File: config.mk
export PLATFORM = sky130hd
export DESIGN_NAME = load_store_unit
export DESIGN_NICKNAME = d
export VERILOG_FILES = /design/src/rtl/lsu_pkg.sv /design/src/rtl/lsu_align.sv /design/src/rtl/load_store_unit.sv
export SDC_FILE = /design/constraint.sdc
export NUM_CORES = 1
export LEC_CHECK = 0
export BUFFER_PORTS_ARGS = -buffer_cell sky130_fd_sc_hd__buf_2
export CAP_MARGIN = 20
export CORE_UTILIZATION = 31
export CTS_BUF_LIST = sky130_fd_sc_hd__clkbuf_16
export DETAILED_ROUTE_END_ITERATION = 8
export PLACE_DENSITY = 0.54
export SLEW_MARGIN = 25
export SYNTH_ARGS = -nofsm -noshare
export SYNTH_HDL_FRONTEND = slang
export SYNTH_SLANG_ARGS = --single-unit
File: constraint.sdc
create_clock -name clk -period 2.7 [get_ports clk]
set_input_delay 0.27 -clock clk [delete_from_list [all_inputs] [get_ports clk]]
set_output_delay 0.27 -clock clk [all_outputs]
set_load 0.005 [all_outputs]
File: src/rtl/lsu_pkg.sv
// Shared constants and types for the load/store unit: access-size encodings,
// FSM state encoding and byte-strobe patterns.
package lsu_pkg;

  localparam logic [2:0] F3_B  = 3'b000;
  localparam logic [2:0] F3_H  = 3'b001;
  localparam logic [2:0] F3_W  = 3'b010;
  localparam logic [2:0] F3_BU = 3'b100;
  localparam logic [2:0] F3_HU = 3'b101;

  localparam logic [3:0] STRB_B = 4'b0001;
  localparam logic [3:0] STRB_H = 4'b0011;
  localparam logic [3:0] STRB_W = 4'b1111;

  typedef enum logic [1:0] {
    IDLE = 2'd0,
    REQ  = 2'd1,
    RESP = 2'd2
  } state_t;

endpackage

File: src/rtl/lsu_align.sv
// Combinational lane logic: moves store data onto its byte lanes, builds the
// byte strobes, extracts and extends load data, and flags illegal encodings
// and misaligned addresses.
module lsu_align
  import lsu_pkg::*;
(
  input  logic        we,
  input  logic [2:0]  funct3,
  input  logic [1:0]  lo,
  input  logic [31:0] wdata,
  input  logic [31:0] mem_rdata,
  output logic [3:0]  wstrb,
  output logic [31:0] wdata_lane,
  output logic [31:0] rdata_ext,
  output logic        illegal,
  output logic        misaligned
);

  logic [31:0] shifted;

  assign wdata_lane = wdata << {lo, 3'b000};
  assign shifted    = mem_rdata >> {lo, 3'b000};

  // Legality and alignment; unsigned variants only exist for loads.
  always_comb begin
    illegal    = 1'b0;
    misaligned = 1'b0;
    case (funct3)
      F3_B:  misaligned = 1'b0;
      F3_BU: illegal    = we;
      F3_H:  misaligned = lo[0];
      F3_HU: begin
        illegal    = we;
        misaligned = lo[0];
      end
      F3_W:  misaligned = (lo != 2'b00);
      default: illegal = 1'b1;
    endcase
  end

  // Byte strobes for stores; loads never strobe.
  always_comb begin
    wstrb = 4'b0000;
    if (we) begin
      case (funct3)
        F3_B:    wstrb = STRB_B << lo;
        F3_H:    wstrb = STRB_H << lo;
        F3_W:    wstrb = STRB_W;
        default: wstrb = 4'b0000;
      endcase
    end
  end

  // Load extraction: lane already shifted down, then sign/zero extend.
  always_comb begin
    rdata_ext = mem_rdata;
    case (funct3)
      F3_B:    rdata_ext = {{24{shifted[7]}}, shifted[7:0]};
      F3_BU:   rdata_ext = {24'h0, shifted[7:0]};
      F3_H:    rdata_ext = {{16{shifted[15]}}, shifted[15:0]};
      F3_HU:   rdata_ext = {16'h0, shifted[15:0]};
      default: rdata_ext = mem_rdata;
    endcase
  end

endmodule

File: src/rtl/load_store_unit.sv
// Data-memory stage: takes the ALU result as effective address, performs one
// byte/half/word access over a req/ready handshake and returns extended load
// data with a one-cycle done pulse.
//
// Handshake: mem_req rises with mem_we/mem_addr/mem_wstrb/mem_wdata valid and
// they all stay stable until a cycle in which mem_ready is sampled high; that
// cycle completes the access (mem_rdata is sampled then for loads) and mem_req
// drops on the following edge. mem_ready outside an active request is ignored.
module load_store_unit
  import lsu_pkg::*;
#(
  parameter int TIMEOUT = 255,
  parameter int CNT_W   = 8
)
(
  input  logic        clk,
  input  logic        rst,
  input  logic        start,
  input  logic        we,
  input  logic [2:0]  funct3,
  input  logic [31:0] addr,
  input  logic [31:0] wdata,
  output logic        busy,
  output logic        done,
  output logic        err,
  output logic [31:0] rdata,
  output logic        mem_req,
  output logic        mem_we,
  output logic [31:0] mem_addr,
  output logic [3:0]  mem_wstrb,
  output logic [31:0] mem_wdata,
  input  logic        mem_ready,
  input  logic [31:0] mem_rdata,
  output logic [1:0]  state_dbg
);

  // Last counter value before giving up; unused when TIMEOUT is 0.
  localparam logic [CNT_W-1:0] CNT_LAST = CNT_W'((TIMEOUT == 0) ? 0 : TIMEOUT - 1);
  localparam bit               TO_EN    = (TIMEOUT != 0);

  state_t state, state_n;

  logic [CNT_W-1:0] cnt, cnt_n;
  logic [2:0]  f3_q, f3_n;
  logic [1:0]  lo_q, lo_n;
  logic        done_n, err_n, mem_req_n, mem_we_n;
  logic [31:0] rdata_n, mem_addr_n, mem_wdata_n;
  logic [3:0]  mem_wstrb_n;

  // Alignment block sees the live request in IDLE and the latched one after.
  logic [2:0]  al_f3;
  logic [1:0]  al_lo;
  logic        al_we;
  logic [3:0]  al_wstrb;
  logic [31:0] al_wdata, al_rdata;
  logic        al_illegal, al_misaligned;

  assign al_f3 = (state == IDLE) ? funct3    : f3_q;
  assign al_lo = (state == IDLE) ? addr[1:0] : lo_q;
  assign al_we = (state == IDLE) ? we        : mem_we;

  lsu_align u_align (
    .we         (al_we),
    .funct3     (al_f3),
    .lo         (al_lo),
    .wdata      (wdata),
    .mem_rdata  (mem_rdata),
    .wstrb      (al_wstrb),
    .wdata_lane (al_wdata),
    .rdata_ext  (al_rdata),
    .illegal    (al_illegal),
    .misaligned (al_misaligned)
  );

  assign busy      = (state != IDLE);
  assign state_dbg = state;

  // Next-state and next-output logic for all registered outputs.
  always_comb begin
    state_n     = state;
    cnt_n       = cnt;
    f3_n        = f3_q;
    lo_n        = lo_q;
    done_n      = 1'b0;
    err_n       = 1'b0;
    rdata_n     = rdata;
    mem_req_n   = mem_req;
    mem_we_n    = mem_we;
    mem_addr_n  = mem_addr;
    mem_wstrb_n = mem_wstrb;
    mem_wdata_n = mem_wdata;
    case (state)
      IDLE: begin
        if (start) begin
          if (al_illegal || al_misaligned) begin
            state_n = RESP;
            done_n  = 1'b1;
            err_n   = 1'b1;
          end else begin
            state_n     = REQ;
            cnt_n       = '0;
            f3_n        = funct3;
            lo_n        = addr[1:0];
            mem_req_n   = 1'b1;
            mem_we_n    = we;
            mem_addr_n  = {addr[31:2], 2'b00};
            mem_wstrb_n = al_wstrb;
            mem_wdata_n = al_wdata;
          end
        end
      end
      REQ: begin
        if (mem_ready) begin
          state_n   = RESP;
          done_n    = 1'b1;
          mem_req_n = 1'b0;
          if (!mem_we) rdata_n = al_rdata;
        end else if (TO_EN && (cnt == CNT_LAST)) begin
          state_n   = RESP;
          done_n    = 1'b1;
          err_n     = 1'b1;
          mem_req_n = 1'b0;
        end else begin
          cnt_n = cnt + 1'b1;
        end
      end
      RESP: begin
        state_n = IDLE;
        cnt_n   = '0;
      end
      default: begin
        state_n   = IDLE;
        mem_req_n = 1'b0;
      end
    endcase
  end

  // State and output registers; reset aborts any access in flight.
  always_ff @(posedge clk or negedge rst) begin
    if (!rst) begin
      state     <= IDLE;
      cnt       <= '0;
      f3_q      <= 3'b000;
      lo_q      <= 2'b00;
      done      <= 1'b0;
      err       <= 1'b0;
      rdata     <= 32'h0;
      mem_req   <= 1'b0;
      mem_we    <= 1'b0;
      mem_addr  <= 32'h0;
      mem_wstrb <= 4'b0000;
      mem_wdata <= 32'h0;
    end else begin
      state     <= state_n;
      cnt       <= cnt_n;
      f3_q      <= f3_n;
      lo_q      <= lo_n;
      done      <= done_n;
      err       <= err_n;
      rdata     <= rdata_n;
      mem_req   <= mem_req_n;
      mem_we    <= mem_we_n;
      mem_addr  <= mem_addr_n;
      mem_wstrb <= mem_wstrb_n;
      mem_wdata <= mem_wdata_n;
    end
  end

endmodule

==> key figures, run 1 <==
Status
  – Status: complete, but fails checks
  – Violated checks: DRC

Worst setup path
  – Critical-path cell list: nor2_8, inv_4, mux2_4, or3_1, a311oi_4, buf_4, a221o_1
  – CP Launch Type: flop
  – R2R Path End: rdata[23]$_DFFE_PN0P_
  – Critical path's largest stage delay: approximately 520 ps
  – Number of cells on the critical path: 7
  – CP Class: flop to flop
  – Family with the most delay on the worst path: simple AND/OR/NAND/NOR gates
  – Crit path DAT: 2850 ps
  – R2r startpoint: state_dbg[0]$_DFFE_PN0P_
  – CP Capture Point: rdata[23]$_DFFE_PN0P_
  – CP Capture Type: flop
  – Worst Path Required: about 3000 ps
  – Largest fanout on the critical path: 16
  – Worst Setup SP: state_dbg[0]$_DFFE_PN0P_
  – Reg2reg path depth: 7
  – R2r setup slk: about 180 ps
  – Crit path max-delay cell type: dfrtp_1
  – Bufs and invs on worst path: 2

Synthesis
  – Top-area cell type share of the netlist area: about half
  – Largest family of logic cells by synthesized area: compound AO/OA/AOI/OAI gates
  – Prevailing post-synth register cell: dfrtp_1
  – Yosys warns: 0
  – Yosys reg bits: about 120
  – Synthesized cell area: just under 6000 µm²
  – Mean area per synthesized cell: between 10 and 15 µm²
  – Count leader, synth: dfrtp_1
  – Post-synth EDFFs: 0
  – Adder-cell area share of the yosys netlist: less than 1%
  – Synth top area cells: dfrtp_1 51%, nand2_1 6.6%, mux2i_1 5.4%
  – Distinct cells, synth: 47
  – Synth Area in XOR/XNOR: 0%
  – Multiplexer area fraction after synthesis: approximately 15%
  – Synth cell count leaders: 117 x dfrtp_1, 101 x nand2_1, 37 x o21ai_0
  – Post-synthesis compound-gate area fraction: between 10% and 20%
  – Mapped Cells: roughly 570
  – Sequential-to-total area share from yosys stat: 50.8%
  – Synth Area in Simple Gates: 13.4%
  – Cell taking the most area after synthesis: dfrtp_1
  – Synth async-reset ratio: 100%

Clock tree
  – Clock Sinks: about 120
  – Insertion delay to the later sink of the worst-skew pair: just over 400 ps
  – CTS Buf Count: 17
  – Clock Tree Buf Depth: 2
  – Htree depth: 4
  – Post-CTS Resized: 0
  – Clock root cell: clkbuf_16
  – CTS tree: yes
  – Post-CTS setup buffers: 0
  – CTS Hold Bufs: 1
  – Worst-path clk slew: 50 ps

STA
  – Setup TNS: 0 ps
  – Setup Skew: slightly above 10 ps
  – Final Setup Violations: 0
  – Setup slack after layout: roughly 180 ps
  – Worst slew pin tran: 759 ps
  – Period utilization: about 93%
  – Rel. slew slack: about 49%
  – Final hold viol count: 0
  – Slew Limit Fails: 0
  – RSZ-0062 raised after global routing: false
  – Final worst path period need: ~2500 ps
  – Fmax: around 0.40 GHz
  – Worst hold slack: about 66 ps

Drt
  – Vias: 5320
  – Routed wire length: approximately 18000 µm
  – Drt first pass iters: 7
  – Number of vias per cell: between 5 and 6
  – Residual DRC: 40
  – Routed Antenna Nets: 0
  – Drt wl/cell: roughly 17 µm
  – DRT iter0 DRCs: 331

GRT
  – Grt met1 use: 24.5%
  – Largest net degree at the start of global routing: between 100 and 150
  – Vias in the first global route: ~5400
  – Met2 usage: 31.1%
  – Initial antenna violation count: 0
  – Gr ovfl total: 0
  – GR Util All Layers: between 10% and 20%
  – Met3 Track Usage GR: 5.26%
  – GRT busiest layer: met2
  – First-pass GRT wire length: between 20000 and 30000 µm

Placement
  – # port buffers: roughly 210
  – Gp weighted congestion: roughly 0.85
  – Pre-CTS WS: 215 ps
  – Hpwl dp: between 10000 and 15000 µm

Die
  – Row cnt: 49
  – Starting density of the core: about a third
  – Die width: around 140 µm
  – Chip Height: approximately 140 µm
  – IO Pins: 211
  – Full die area: 19100 µm²
  – Core Area: approximately 18000 µm²

Worst hold path
  – Hold Path Class: input port to flop

Pwr
  – Pwr dens: around 1100 nW/µm²
  – Leakage power: 3.72 nW
  – Worst vdd ir: around 0.00052 V

Layout
  – Final #Nets: between 800 and 900
  – Layout cells sized above 1: a little over a third
  – Area growth, synth to finish: 32.5%

Job
  – Max cap viols: 0
-- cell families after synthesis --
group,Yosys count
flip-flops,117
other,1
multiplexers,78
adder cells (fa/ha/maj),2
AND/OR/NAND/NOR,171
AO/OA/AOI/OAI,152
buffers and inverters,47
-- cells in the final DEF, fill, tap and decap left out, types with 7 or more instances in the layout --
cell / n
a21oi_1: 36
a221o_1: 16
a31oi_1: 10
buf_2: 207
buf_4: 20
clkbuf_16: 17
dfrtp_1: 117
inv_1: 8
mux2_1: 27
mux2_2: 18
mux2i_1: 29
nand2_1: 101
nand3_1: 10
nor2_1: 18
nor3_1: 9
o21ai_0: 37
o21ai_1: 14
o22ai_1: 9
o2bb2ai_1: 7
o31ai_1: 11
or3_1: 11
-- routing by layer --
metal / up-vias / wire length (µm)
li1: 2473 / -
met1: 2642 / 7760
met2: 182 / 8540
met3: 23 / 1220
met4: 0 / 298
met5: - / 0
-- layout make-up --
class                      count  area [µm²]
inverter                       6        25.0
fill                        1795       10400
clock buffer                  17         425
antenna                        1        2.50
clock inverter                13        73.8
tap                          229         287
timing repair buffer         230        1240
sequential                   117        2930
multi-input combinational    405        2660
-- state kept, by name (all words and copies together) (netlist names) --
name       cells
f3_q           3
mem_wdata     32
done           1
cnt            8
mem_wstrb      4
state_dbg      2
mem_we         1
lo_q           2
err            1
mem_addr      30
rdata         32
mem_req        1
-- through the flow --
step,cell area [µm²],total power [W],cells,utilization (%)
floorplan,5770,0.00504,569,-
finish,7640,0.00851,1018,42.2
detailed placement,7120,0.00663,986,39.4
global placement,7120,0.00652,986,39.4
global route,7640,0.00914,1017,42.2
CTS,7630,0.00861,1017,42.2
-- worst min path at each step --
stage | startpoint | end | slack, ps | cells after the start
floorplan | rst | cnt[0]$_DFFE_PN0P_ | -30 | 0
global placement | rst | cnt[7]$_DFFE_PN0P_ | 280 | 1
detailed placement | rst | cnt[7]$_DFFE_PN0P_ | 280 | 1
CTS | addr[24] | mem_addr[24]$_DFFE_PN0P_ | 50 | 2
global route | addr[10] | mem_addr[10]$_DFFE_PN0P_ | 60 | 2
finish | addr[11] | mem_addr[11]$_DFFE_PN0P_ | 70 | 2
-- where the power goes --
part | internal [W] | switching [W]
clock network | 0.00114 | 0.000796
logic | 0.00165 | 0.00197
registers | 0.00251 | 0.000448
total | 0.00530 | 0.00321
(Power assumes the default switching activity.)
==> inputs of run 2 (changes only) <==
--- a/config.mk
+++ b/config.mk
@@ -7,10 +7,12 @@
 export LEC_CHECK = 0
 export BUFFER_PORTS_ARGS = -buffer_cell sky130_fd_sc_hd__buf_2
 export CAP_MARGIN = 20
+export CELL_PAD_IN_SITES_DETAIL_PLACEMENT = 1
+export CELL_PAD_IN_SITES_GLOBAL_PLACEMENT = 1
 export CORE_UTILIZATION = 31
 export CTS_BUF_LIST = sky130_fd_sc_hd__clkbuf_16
 export DETAILED_ROUTE_END_ITERATION = 8
-export PLACE_DENSITY = 0.54
+export PLACE_DENSITY = 0.69
 export SLEW_MARGIN = 25
 export SYNTH_ARGS = -nofsm -noshare
 export SYNTH_HDL_FRONTEND = slang
==> key figures, run 2 (synthesis results as in run 1) <==
Status
  – Status: complete, but fails checks
  – Violated checks: DRC

Worst setup path
  – Critical-path cell list: nor2_8, inv_4, mux2_4, or3_1, a311oi_4, buf_4, a221o_1
  – Critical path's largest stage delay: 520 ps (about the same)
  – CP Launch Type: flop
  – CP Capture Type: flop
  – Bufs and invs on worst path: 2 (unchanged)
  – Largest fanout on the critical path: 16 (unchanged)
  – Worst Path Required: 3050 ps (about the same)
  – CP Class: flop to flop
  – Family with the most delay on the worst path: simple AND/OR/NAND/NOR gates
  – Crit path max-delay cell type: dfrtp_1
  – Crit path DAT: 2840 ps (about the same)

Layout
  – FF/Latch Area: 2930 µm² (unchanged)
  – Core Util, Final: 42.7% (+0.43 points)
  – Commonest cells after routing, fill and taps aside: 207 x buf_2, 117 x dfrtp_1, 101 x nand2_1, 37 x o21ai_0, 36 x a21oi_1
  – Final #Nets: 883 (unchanged)
  – Largest regs: mem_wdata x32, rdata x32, mem_addr x30
  – Most common cell after layout, fill and taps aside: buf_2
  – Area growth, synth to finish: 33.8%
  – Area occupied by multi-input gates: 2660 µm² (-0.14%)
  – Layout cells sized above 1: 36.1% (+0.30 points)
  – Final std cells w/o fill: 1016 (-0.20%)
  – Diode count: 0 (-1)
  – Filler cells: 2095 (+17%)

Pwr
  – Pwr dens: 1160 nW/µm² (+4.0%)
  – Leakage power: 3.76 nW (+1.0%)
  – Total Power: 0.00894 W (+5.0%)
  – Worst vdd ir: 0.000540 V (+3.3%)

Placement
  – DP Cell Count: 986 (unchanged)
  – Gp weighted congestion: 0.848 (-0.22%)
  – Pre-CTS WS: 236 ps (+21.2 ps)
  – # port buffers: 208 (unchanged)
  – Hpwl dp: 14300 µm (+11%)

Drt
  – Vias: 5317 (-0.056%)
  – Drt wl/cell: 19.1 µm (+8.9%)
  – Drt first pass iters: 7 (unchanged)
  – Routed Antenna Nets: 0 (unchanged)
  – DRT iter0 DRCs: 262 (-21%)
  – Routed wire length: 19400 µm (+8.7%)
  – Residual DRC: 26 (-35%)
  – Number of vias per cell: 5.23 (+0.14%)

STA
  – Rel. slew slack: 43.4% (-6.0 points)
  – Final Setup Violations: 0 (unchanged)
  – Slew Limit Fails: 0 (unchanged)
  – Fmax: 0.401 GHz (+1.0%)
  – RSZ-0062 raised after global routing: false
  – Setup TNS: 0 ps (unchanged)
  – Period utilization: 92.3% (-0.95 points)
  – Worst slew pin tran: 850 ps (+90.4 ps)
  – Final worst path period need: 2490 ps (-25.7 ps)
  – Final hold viol count: 0 (unchanged)
  – Setup slack after layout: 208 ps (+25.7 ps)
  – Setup Skew: 14.2 ps (+4.00 ps)

GRT
  – GR Util All Layers: 21.2% (+2.1 points)
  – First-pass GRT wire length: 32000 µm (+11%)
  – Vias in the first global route: 5859 (+7.7%)
  – Gr ovfl total: 0 (unchanged)
  – Initial antenna violation count: 0 (unchanged)
  – Largest net degree at the start of global routing: 83 (-25%)

Die
  – Full die area: 19100 µm² (unchanged)
  – Core Area: 18100 µm² (unchanged)
  – Chip Height: 138 µm (unchanged)
  – Die width: 138 µm (unchanged)
  – IO Pins: 211 (unchanged)
  – Starting density of the core: 31.9% (unchanged)
  – Row cnt: 49 (unchanged)

Clock tree
  – Post-CTS setup buffers: 0 (unchanged)
  – Htree depth: 4 (unchanged)
  – Insertion delay to the later sink of the worst-skew pair: 420 ps (about the same)
  – Worst-path clk slew: 60 ps (about the same)
  – CTS tree: yes
  – Clock root cell: clkbuf_16
  – Clock Sinks: 117 (unchanged)
  – CTS Buf Count: 17 (unchanged)
  – Clock Tree Buf Depth: 2 (unchanged)

Worst hold path
  – Hold Path Class: input port to flop

Job
  – Max cap viols: 0 (unchanged)
-- run 2: changes by cell type in the layout (fill, tap and decap cells not counted) --
cell	change
clkinv_1	-2
inv_6	+3
inv_1	-2
bufinv_16	+3
clkinv_2	-2
mux2i_1	+1
diode_2	-1
mux2i_2	-1
clkinvlp_4	-1
-- run 2: routing by layer --
layer | global-route usage (%) | wire, µm | vias to the layer above
met1 | 26.8 | 8490 | 2645
met2 | 35.3 | 9500 | 173
met3 | 4.99 | 1010 | 27
met4 | 7.51 | 360 | 0
met5 | 0 | 0 | -
li1 | - | - | 2472
-- run 2: path summary, 6_finish.rpt --
| check | slack (ps) | cells after the start | endpoint | from |
|---|---|---|---|---|
| worst max-delay path | 210 | 7 | rdata[17]$_DFFE_PN0P_ | state_dbg[0]$_DFFE_PN0P_ |
| worst min-delay path | 70 | 2 | mem_addr[15]$_DFFE_PN0P_ | addr[15] |
| worst max register to register | 210 | 7 | rdata[17]$_DFFE_PN0P_ | state_dbg[0]$_DFFE_PN0P_ |
| worst min register to register | 480 | 2 | mem_wstrb[1]$_DFFE_PN0P_ | mem_wstrb[1]$_DFFE_PN0P_ |
| max in group asynchronous | 1430 | 3 | mem_wstrb[3]$_DFFE_PN0P_ | rst |
| min in group asynchronous | 500 | 2 | done$_DFF_PN0_ | rst |
-- run 2: area by class of cell --
type | instances | share of cell area [%]
inverters | 6 | 0.324
well taps | 229 | 3.71
clock inverters | 12 | 2.04
clock buffers | 17 | 5.51
flip-flops and latches | 117 | 37.9
multi-input cells | 405 | 34.4
repair buffers | 230 | 16.0
-- run 2: report_power, final --
group | leakage [nW] | internal [W] | switching (W)
logic | 2.01 | 0.00165 | 0.00203
registers | 1.47 | 0.00251 | 0.000478
clock network | 0.283 | 0.00144 | 0.000831
-- run 2: through the flow --
stage | hold slack [ps] | area (µm²)
2_1_floorplan | -25.6 | 5770
3_3_place_gp | 416 | 7120
3_5_place_dp | 436 | 7120
4_1_cts | 52.1 | 7710
5_1_grt | 55.0 | 7720
6_report | 67.3 | 7720
-- run 2: repair_timing --
| action | in CTS | in global routing |
|---|---|---|
| hold buffers | 1 | 0 |
| hold endpoints to repair | 21 | 0 |
| gates resized for setup | 0 | 0 |
